<file path="config.mk">
export PLATFORM = sky130hd
export DESIGN_NAME = lbp_param
export DESIGN_NICKNAME = d
export VERILOG_FILES = /design/src/rtl/lbp_param.sv
export SDC_FILE = /design/constraint.sdc
export NUM_CORES = 2
export LEC_CHECK = 0
export BUFFER_PORTS_ARGS = -buffer_cell sky130_fd_sc_hd__clkbuf_2
export CAP_MARGIN = 15
export CORE_MARGIN = 2
export CORE_UTILIZATION = 40
export DETAILED_ROUTE_END_ITERATION = 10
export GPL_TIMING_DRIVEN = 0
export SYNTH_ARGS = -nofsm -noshare
export SYNTH_HDL_FRONTEND = slang
export SYNTH_SLANG_ARGS = --single-unit
export TNS_END_PERCENT = 1
</file>
<file path="constraint.sdc">
create_clock -name clk -period 6.95 [get_ports clk]
set_input_delay 0.695 -clock clk [delete_from_list [all_inputs] [get_ports clk]]
set_output_delay 0.695 -clock clk [all_outputs]
set_load 0.02 [all_outputs]
</file>
<file path="src/rtl/lbp_param.sv">
// Streaming 3x3 local binary pattern over a raster frame read from a combinational
// image memory; two line buffers plus a sliding window, valid/ready output side.
module lbp_param #(
  parameter int IMG_W  = 128,
  parameter int IMG_H  = 128,
  parameter int PIX_W  = 8,
  parameter int ADDR_W = 14
) (
  input  logic              clk,
  input  logic              reset,
  input  logic              gray_ready,
  output logic              gray_req,
  output logic [ADDR_W-1:0] gray_addr,
  input  logic [PIX_W-1:0]  gray_data,
  input  logic              mode,
  input  logic [PIX_W-1:0]  thr,
  output logic              lbp_valid,
  input  logic              lbp_ready,
  output logic [ADDR_W-1:0] lbp_addr,
  output logic [7:0]        lbp_data,
  output logic              finish
);

  localparam int XW = $clog2(IMG_W);
  localparam int YW = $clog2(IMG_H);
  localparam logic [ADDR_W-1:0] LAST_ADDR  = ADDR_W'(IMG_W * IMG_H - 1);
  localparam logic [ADDR_W-1:0] FIRST_EMIT = ADDR_W'(IMG_W + 1);
  localparam logic [XW-1:0]     X_LAST     = XW'(IMG_W - 1);
  localparam logic [YW-1:0]     Y_LAST     = YW'(IMG_H - 1);

  typedef enum logic [1:0] {IDLE, RUN, DRAIN, DONE} state_t;
  state_t state_reg, state_next;

  logic              mode_reg;
  logic [PIX_W-1:0]  thr_reg;
  logic [ADDR_W-1:0] rd_addr_reg;
  logic [XW-1:0]     rd_x_reg;
  logic              s1_valid_reg, s1_emit_reg;
  logic [XW-1:0]     s1_x_reg;
  logic [PIX_W-1:0]  s1_pix_reg;
  logic              out_valid_reg, all_loaded_reg;
  logic [ADDR_W-1:0] out_addr_reg, out_idx_reg;
  logic [7:0]        out_data_reg;
  logic [XW-1:0]     out_x_reg;
  logic [YW-1:0]     out_y_reg;

  logic [PIX_W-1:0]  lb0_mem [IMG_W];
  logic [PIX_W-1:0]  lb1_mem [IMG_W];
  logic [PIX_W-1:0]  lb0_q_reg, lb1_q_reg;
  logic [PIX_W-1:0]  win_t_reg [2];
  logic [PIX_W-1:0]  win_m_reg [2];
  logic [PIX_W-1:0]  win_b_reg [2];

  logic              start, out_free, s1_fire, rd_fire, tail_load, out_load, border;
  logic [PIX_W:0]    cmp_base;
  logic [PIX_W-1:0]  nbr [8];
  logic [7:0]        lbp_code;

  // Stage 1 advances only when the output register can take its result, so a
  // stalled consumer back-pressures all the way to the read strobe.
  assign start     = (state_reg == IDLE) && gray_ready;
  assign out_free  = !out_valid_reg || lbp_ready;
  assign s1_fire   = s1_valid_reg && out_free;
  assign rd_fire   = (state_reg == RUN) && (!s1_valid_reg || s1_fire);
  assign tail_load = (state_reg == DRAIN) && !s1_valid_reg && out_free && !all_loaded_reg;
  assign out_load  = (s1_fire && s1_emit_reg) || tail_load;
  assign border    = (out_x_reg == '0) || (out_x_reg == X_LAST) ||
                     (out_y_reg == '0) || (out_y_reg == Y_LAST);

  assign gray_req  = rd_fire;
  assign gray_addr = rd_addr_reg;
  assign lbp_valid = out_valid_reg;
  assign lbp_addr  = out_addr_reg;
  assign lbp_data  = out_data_reg;

  // Window columns 0/1 hold x-2/x-1; the incoming column (x) comes from stage 1.
  assign nbr[0] = win_t_reg[0];
  assign nbr[1] = win_t_reg[1];
  assign nbr[2] = lb0_q_reg;
  assign nbr[3] = win_m_reg[0];
  assign nbr[4] = lb1_q_reg;
  assign nbr[5] = win_b_reg[0];
  assign nbr[6] = win_b_reg[1];
  assign nbr[7] = s1_pix_reg;

  assign cmp_base = {1'b0, win_m_reg[1]} + (mode_reg ? {1'b0, thr_reg} : '0);

  genvar gi;
  generate
    for (gi = 0; gi < 8; gi++) begin : g_bit
      assign lbp_code[gi] = ({1'b0, nbr[gi]} >= cmp_base);
    end
  endgenerate

  always_comb begin
    state_next = state_reg;
    finish     = 1'b0;
    case (state_reg)
      IDLE:    if (gray_ready) state_next = RUN;
      RUN:     if (rd_fire && rd_addr_reg == LAST_ADDR) state_next = DRAIN;
      DRAIN:   if (out_valid_reg && lbp_ready && out_addr_reg == LAST_ADDR) state_next = DONE;
      DONE: begin
        finish     = 1'b1;
        state_next = IDLE;
      end
      default: state_next = IDLE;
    endcase
  end

  always_ff @(posedge clk) begin
    if (reset) begin
      state_reg      <= IDLE;
      mode_reg       <= 1'b0;
      thr_reg        <= '0;
      rd_addr_reg    <= '0;
      rd_x_reg       <= '0;
      s1_valid_reg   <= 1'b0;
      s1_emit_reg    <= 1'b0;
      s1_x_reg       <= '0;
      s1_pix_reg     <= '0;
      out_valid_reg  <= 1'b0;
      out_addr_reg   <= '0;
      out_data_reg   <= '0;
      out_idx_reg    <= '0;
      out_x_reg      <= '0;
      out_y_reg      <= '0;
      all_loaded_reg <= 1'b0;
    end else begin
      state_reg <= state_next;
      if (start) begin
        mode_reg       <= mode;
        thr_reg        <= thr;
        rd_addr_reg    <= '0;
        rd_x_reg       <= '0;
        s1_valid_reg   <= 1'b0;
        out_valid_reg  <= 1'b0;
        out_idx_reg    <= '0;
        out_x_reg      <= '0;
        out_y_reg      <= '0;
        all_loaded_reg <= 1'b0;
      end else begin
        if (rd_fire) begin
          rd_addr_reg  <= rd_addr_reg + ADDR_W'(1);
          rd_x_reg     <= (rd_x_reg == X_LAST) ? '0 : rd_x_reg + XW'(1);
          s1_valid_reg <= 1'b1;
          s1_emit_reg  <= (rd_addr_reg >= FIRST_EMIT);
          s1_x_reg     <= rd_x_reg;
          s1_pix_reg   <= gray_data;
        end else if (s1_fire) begin
          s1_valid_reg <= 1'b0;
        end
        if (out_load) begin
          out_valid_reg  <= 1'b1;
          out_addr_reg   <= out_idx_reg;
          out_data_reg   <= border ? 8'h00 : lbp_code;
          out_idx_reg    <= out_idx_reg + ADDR_W'(1);
          all_loaded_reg <= (out_idx_reg == LAST_ADDR);
          if (out_x_reg == X_LAST) begin
            out_x_reg <= '0;
            out_y_reg <= out_y_reg + YW'(1);
          end else begin
            out_x_reg <= out_x_reg + XW'(1);
          end
        end else if (lbp_ready) begin
          out_valid_reg <= 1'b0;
        end
      end
    end
  end

  // Line buffers and window carry no reset; border outputs never use stale data.
  always_ff @(posedge clk) begin
    if (rd_fire) begin
      lb0_q_reg <= lb0_mem[rd_x_reg];
      lb1_q_reg <= lb1_mem[rd_x_reg];
    end
    if (s1_fire) begin
      lb0_mem[s1_x_reg] <= lb1_q_reg;
      lb1_mem[s1_x_reg] <= s1_pix_reg;
      win_t_reg[0]      <= win_t_reg[1];
      win_t_reg[1]      <= lb0_q_reg;
      win_m_reg[0]      <= win_m_reg[1];
      win_m_reg[1]      <= lb1_q_reg;
      win_b_reg[0]      <= win_b_reg[1];
      win_b_reg[1]      <= s1_pix_reg;
    end
  end

endmodule
</file>
# Yosys cells after proc, flatten, opt, wreduce, memory -nomap -nowiden
# Memory sizes are Yosys's and may differ from the RTL's. A register that Yosys moved wholly into a read port is not among the register bits.
# Cells that the tools add are included.
# W data, S select, Z words.
totals:
  ff_bits: 101
  mem_bits_rw: 2096
  mem_count: 5
  word_cells: 93
  out_inout_bits: 39
  in_bits: 21
classes:
  n_mux: 15
  n_eq_ne: 12
  n_bitwise: 1
  n_reduce_logical: 29
  order_cmp: 9
  addsub: 6
mem_list:
  columns: ["memory", "words", "width", "read_ports", "rd_clocked_by_memory_dff", "write_ports", "line", "source"]
  rows:
  - ["lb0_mem", 128, 8, 1, 1, 1, "47", "logic [PIX_W-1:0] lb0_mem [IMG_W];"]
  - ["lb1_mem", 128, 8, 1, 1, 1, "48", "logic [PIX_W-1:0] lb1_mem [IMG_W];"]
  - ["win_b_reg", 2, 8, 2, 0, 2, "52", "logic [PIX_W-1:0] win_b_reg [2];"]
  - ["win_m_reg", 2, 8, 2, 0, 2, "51", "logic [PIX_W-1:0] win_m_reg [2];"]
  - ["win_t_reg", 2, 8, 2, 0, 2, "50", "logic [PIX_W-1:0] win_t_reg [2];"]
op_table:
  columns: ["cell", "n"]
  rows:
  - ["$ge A8 B9 Y1", 8]
  - ["$eq A14 B14 Y1 const B", 3]
  - ["$add A14 B1 Y14 const B", 2]
  - ["$add A7 B1 Y7 const B", 3]
  - ["$eq A7 B7 Y1 const B", 3]
  - ["$mux W8", 2]
  - ["$ge A14 B8 Y1 const B", 1]
  - ["$logic_not A7 Y1", 2]
  - ["$mux W7", 2]
  - ["$logic_and A1 B1 Y1", 10]
  - ["$add A8 B8 Y9", 1]
  - ["$pmux W2 S4", 1]
  - ["$mux W1", 7]
  - ["$logic_or A1 B1 Y1", 6]
  - ["$mux W2", 3]
  - ["$reduce_and A2 Y1", 3]
  - ["$eq A2 B2 Y1 const B", 2]
  - ["$ne A2 B1 Y1 const B", 2]
  - ["$reduce_bool A2 Y1", 2]
  - ["$logic_not A1 Y1", 3]
  - ["$reduce_and A3 Y1", 1]
  - ["$eq A2 B1 Y1 const B", 1]
  - ["$logic_not A2 Y1", 1]
  - ["$ne A2 B2 Y1 const B", 1]
  - ["2 further kinds", 2]

# Logic depth before layout (Yosys ltp)
logic_depth:
  ltp_word: 8
  mapped_depth: 13
  depth_no_buf: 13

# Least setup slack after synthesis
# Ideal clock, no wire load.
synth_path:
  kind: "input to register"
  start: "in lbp_ready"
  end: "mem lb0_mem[110][0] (enable)"
  arrival_time_ps: 3493
  path_stages: 6
  n_path_buf: 1
  slack_ps: 3068
  cell_sequence: "nand2b_1 > and2_1 > nor2b_1 > nand3_1 > clkbuf_1 > nor2_1"
synth_between:
  elab_chain_len: 4
synth_lines:
  columns: ["item", "line", "source"]
  rows:
  - ["start: declaration", "18", "input logic lbp_ready,"]
  - ["$logic_or A1 B1 Y1", "62", "assign out_free = !out_valid_reg || lbp_ready;"]
  - ["$logic_and A1 B1 Y1", "63", "assign s1_fire = s1_valid_reg && out_free;"]
  - ["named net s1_fire", "54", "logic start, out_free, s1_fire, rd_fire, tail_load, out_load, border;"]
  - ["$mux W1", "177", "if (s1_fire) begin"]
  - ["$mux W1 (implied by the code)", "178", "lb0_mem[s1_x_reg] <= lb1_q_reg;"]
  - ["end: declaration", "47", null]
# The timed path passes the listed nets, and every way through them passes these cells.

==> key figures <==
Synth
  – Yosys Warn Count: 0
  – Synth cell count leaders: edfxtp_1 (2112), mux4_2 (505), nor2_1 (210), nand2_1 (182), mux2i_1 (161)
  – Most frequent cell after synthesis: edfxtp_1
  – Synth async-reset ratio: 0%
  – Top cells by area, synth: edfxtp_1 (73%), mux4_2 (13%), dfxtp_1 (2.3%), mux2i_1 (1.9%), ha_1 (1.1%)
  – Post-synth EDFFs: roughly 2100
  – Cell accounting for the most synthesized area: edfxtp_1
  – Synth Instances: between 4000 and 5000
  – Synth top area share: around 73%
  – Syn nets: around 4400
  – Synthesized area: between 80000 and 90000 um2
  – Syn_area_per_cell: 20.3 um2
  – Yosys cell types: 72
  – Top FF cell, synth: edfxtp_1
  – Number of synthesized register bits: 2213
  – Post-synthesis sequential area ratio: roughly three quarters

Placement
  – Final GP Congestion: ~1.1
  – Buffers on Ports: 58
  – Dpl hpwl: around 220000 um

GRT
  – First-pass GRT wire length: roughly 430000 um
  – Largest net degree at the start of global routing: between 70 and 80
  – Vias in the first global route: 46400
  – Initial antenna violation count: 19
  – Gr usage total: 29.5%
  – GRT overflow: 0

Clocking
  – Clock sinks: roughly 2200
  – CTS clock-pin slew for the worst setup and hold paths: 0.06 ns
  – H-tree levels: 4
  – Post-cts resize count: 0
  – Clock root buffer: clkbuf_16
  – Longest Clk Path Bufs: 3
  – CTS Buf Count: between 200 and 250
  – CTS tree: done
  – Worst-Skew Late Latency: 0.90 ns

Critical path
  – Crit Path Max Fanout: 10
  – Reg2reg setup slack: between 0.8 and 0.9 ns
  – Type of origin of the critical path: flip-flop
  – Register-to-Register Path Depth: 9
  – Critical path data required time: ~7.5 ns
  – Setup Crit Path Kind: reg -> reg
  – CP arrival: approximately 6.7 ns
  – Crit. End Element: flip-flop
  – R2r startpoint: rd_x_reg[2]
  – R2r endpoint: lb0_q_reg[0]

Job
  – Max-cap check violation count: 0

Power
  – Leakage dissipation: about 0.031 uW
  – Total power: ~34000 uW
  – Worst IR Drop VDD: around 0.27 mV
  – PD cells: around 330 nW/um2

STA
  – Fin crit period: 6.11 ns
  – Final period util: between 80% and 90%
  – Final TNS setup: 0 ns
  – Slew margin rel.: 7.05%
  – Slew at the pin closest to its max-slew limit: ~1.4 ns
  – Final-report hold violation count: 0
  – Clk_skew: around 0.086 ns
  – F_max: about 0.16 GHz
  – RSZ-0062 raised after global routing: false
  – Final Max Slew Viols: 0
  – Final setup viols: 0

Detailed routing
  – DR pass1 iterations: 6
  – Vias: slightly below 50000
  – Final wirelength: approximately 330000 um
  – Residual DRC: 0
  – WL per Instance: 42.3 um
  – Iter 0 DRT Violations: roughly 9000
  – Vias/cell: approximately 6.4
  – Post-route ant nets: 0

Worst hold path
  – Hold Crit Start: thr[0]
  – Hold depth: 3
  – HP Class: in -> reg
  – Hold EP: thr_reg[0]

Floorplan
  – Die area: ~220000 um2
  – Initial core utilization: about two fifths
  – Core area: ~220000 um2
  – Die extent in x: ~470 um
  – I/O pin count: 60
  – Chip height: 470 um
  – Rows: 170

Finish
  – Fin nets: 4858
  – Area grow syn2layout: 17.8%
  – Registers with the most flip-flops: lb0_mem: 1024 flops, lb1_mem: 1024 flops
  – Layout cells sized above 1: 27.9%
  – Fill count: around 18000

Status
  – Status: finished clean
cell families after synthesis:
| logic type | synth area share (%) |
|---|---|
| multiplexers | 15.4 |
| AND/OR/NAND/NOR | 2.90 |
| buffers and inverters | 1.63 |
| flip-flops | 75.4 |
| adder cells (fa/ha/maj) | 1.24 |
| AO/OA/AOI/OAI | 3.06 |
| XOR/XNOR | 0.394 |
metal layers:
layer / vias to the layer above / wire length, um / GRT usage, %
met4: 14 / 21400 / 16.2
met1: 26300 / 123000 / 39.9
met5: - / 217 / 0.433
met2: 3903 / 140000 / 42.1
met3: 730 / 44700 / 9.78
li1: 18600 / - / -
cell usage in the layout (no fill, tap or decap), types with 14 or more instances in the layout:
cell type         n
buf_6            33
o21ai_1          25
mux2_2           24
nand4_1          21
a22oi_1          27
and2_1           15
clkbuf_1        106
nor2_2          118
o21ai_0          46
buf_2            73
buf_16           83
clkbuf_16       219
nand3_1          26
dfxtp_1          93
dlygate4sd3_1    14
edfxtp_1       2112
a21oi_1         131
clkinv_2         40
nor2b_1          39
inv_1            34
mux4_2          505
a21o_1           18
buf_4            33
mux2i_1         161
a31oi_1          16
o22ai_1          26
nor3_1           14
ha_1             78
buf_8           102
a211oi_1         39
nand2b_1         14
xnor2_1          14
clkinv_1         59
xor2_1           25
nor2_1           81
nand2_1         182
clkbuf_2         73
worst max-delay path, cell delays in order (launching register included):
cell and delay [ns]:
dfxtp_1 0.31, buf_2 0.38, buf_2 0.73, buf_2 0.74
buf_2 0.69, buf_2 0.78, mux2i_1 0.52, o211ai_1 0.57
nand2_1 0.17, a31oi_1 0.81
how the worst max path moves through the flow:
stage | startpoint | end | cells after the start
CTS | rd_x_reg[2] | lb0_q_reg[7] | 9
global placement | lbp_ready | lb0_mem[86][4] | 7
global route | rd_x_reg[2] | lb0_q_reg[7] | 9
detailed placement | rd_x_reg[2] | lb0_q_reg[6] | 9
finish | rd_x_reg[2] | lb0_q_reg[0] | 9
floorplan | lbp_ready | lb0_mem[110][0] | 6
power breakdown:
part	switching [uW]	leakage [uW]	internal (uW)
combinational	4190	0.00831	2290
clock	5340	0.00339	6350
sequential	383	0.0197	15600
repair_timing:
action | CTS | global route
setup buffers | 0 | 0
hold endpoints to repair | 14 | 0
hold buffers | 14 | 0
area by class of cell:
| cell class | count | area [um2] | share of cell area (%) |
|---|---|---|---|
| clock buffers | 273 | 5710 | 5.59 |
| well taps | 2838 | 3550 | 3.47 |
| diodes | 13 | 32.5 | 0.0318 |
| flip-flops and latches | 2213 | 65500 | 64.0 |
| plain buffers | 215 | 1310 | 1.28 |
| clock inverters | 134 | 1270 | 1.25 |
| inverters | 35 | 131 | 0.128 |
| repair buffers | 270 | 4440 | 4.34 |
| multi-input cells | 1804 | 20300 | 19.9 |
stage by stage:
step / hold WS (ns) / utilization (%) / instances / area (um2) / setup slack (ns)
after floorplan: 0.426 / - / 4267 / 86800 / 3.07
after global placement: 0.430 / 42.1 / 7163 / 90600 / -0.0681
after detailed placement: 0.435 / 44.2 / 7360 / 95100 / 1.30
after CTS: 0.00426 / 47.5 / 7781 / 102000 / 1.25
after global routing: 0.0414 / 47.5 / 7782 / 102000 / 1.11
final: 0.0563 / 47.5 / 7795 / 102000 / 0.835
Note: power is estimated with default switching activity, not from simulation.
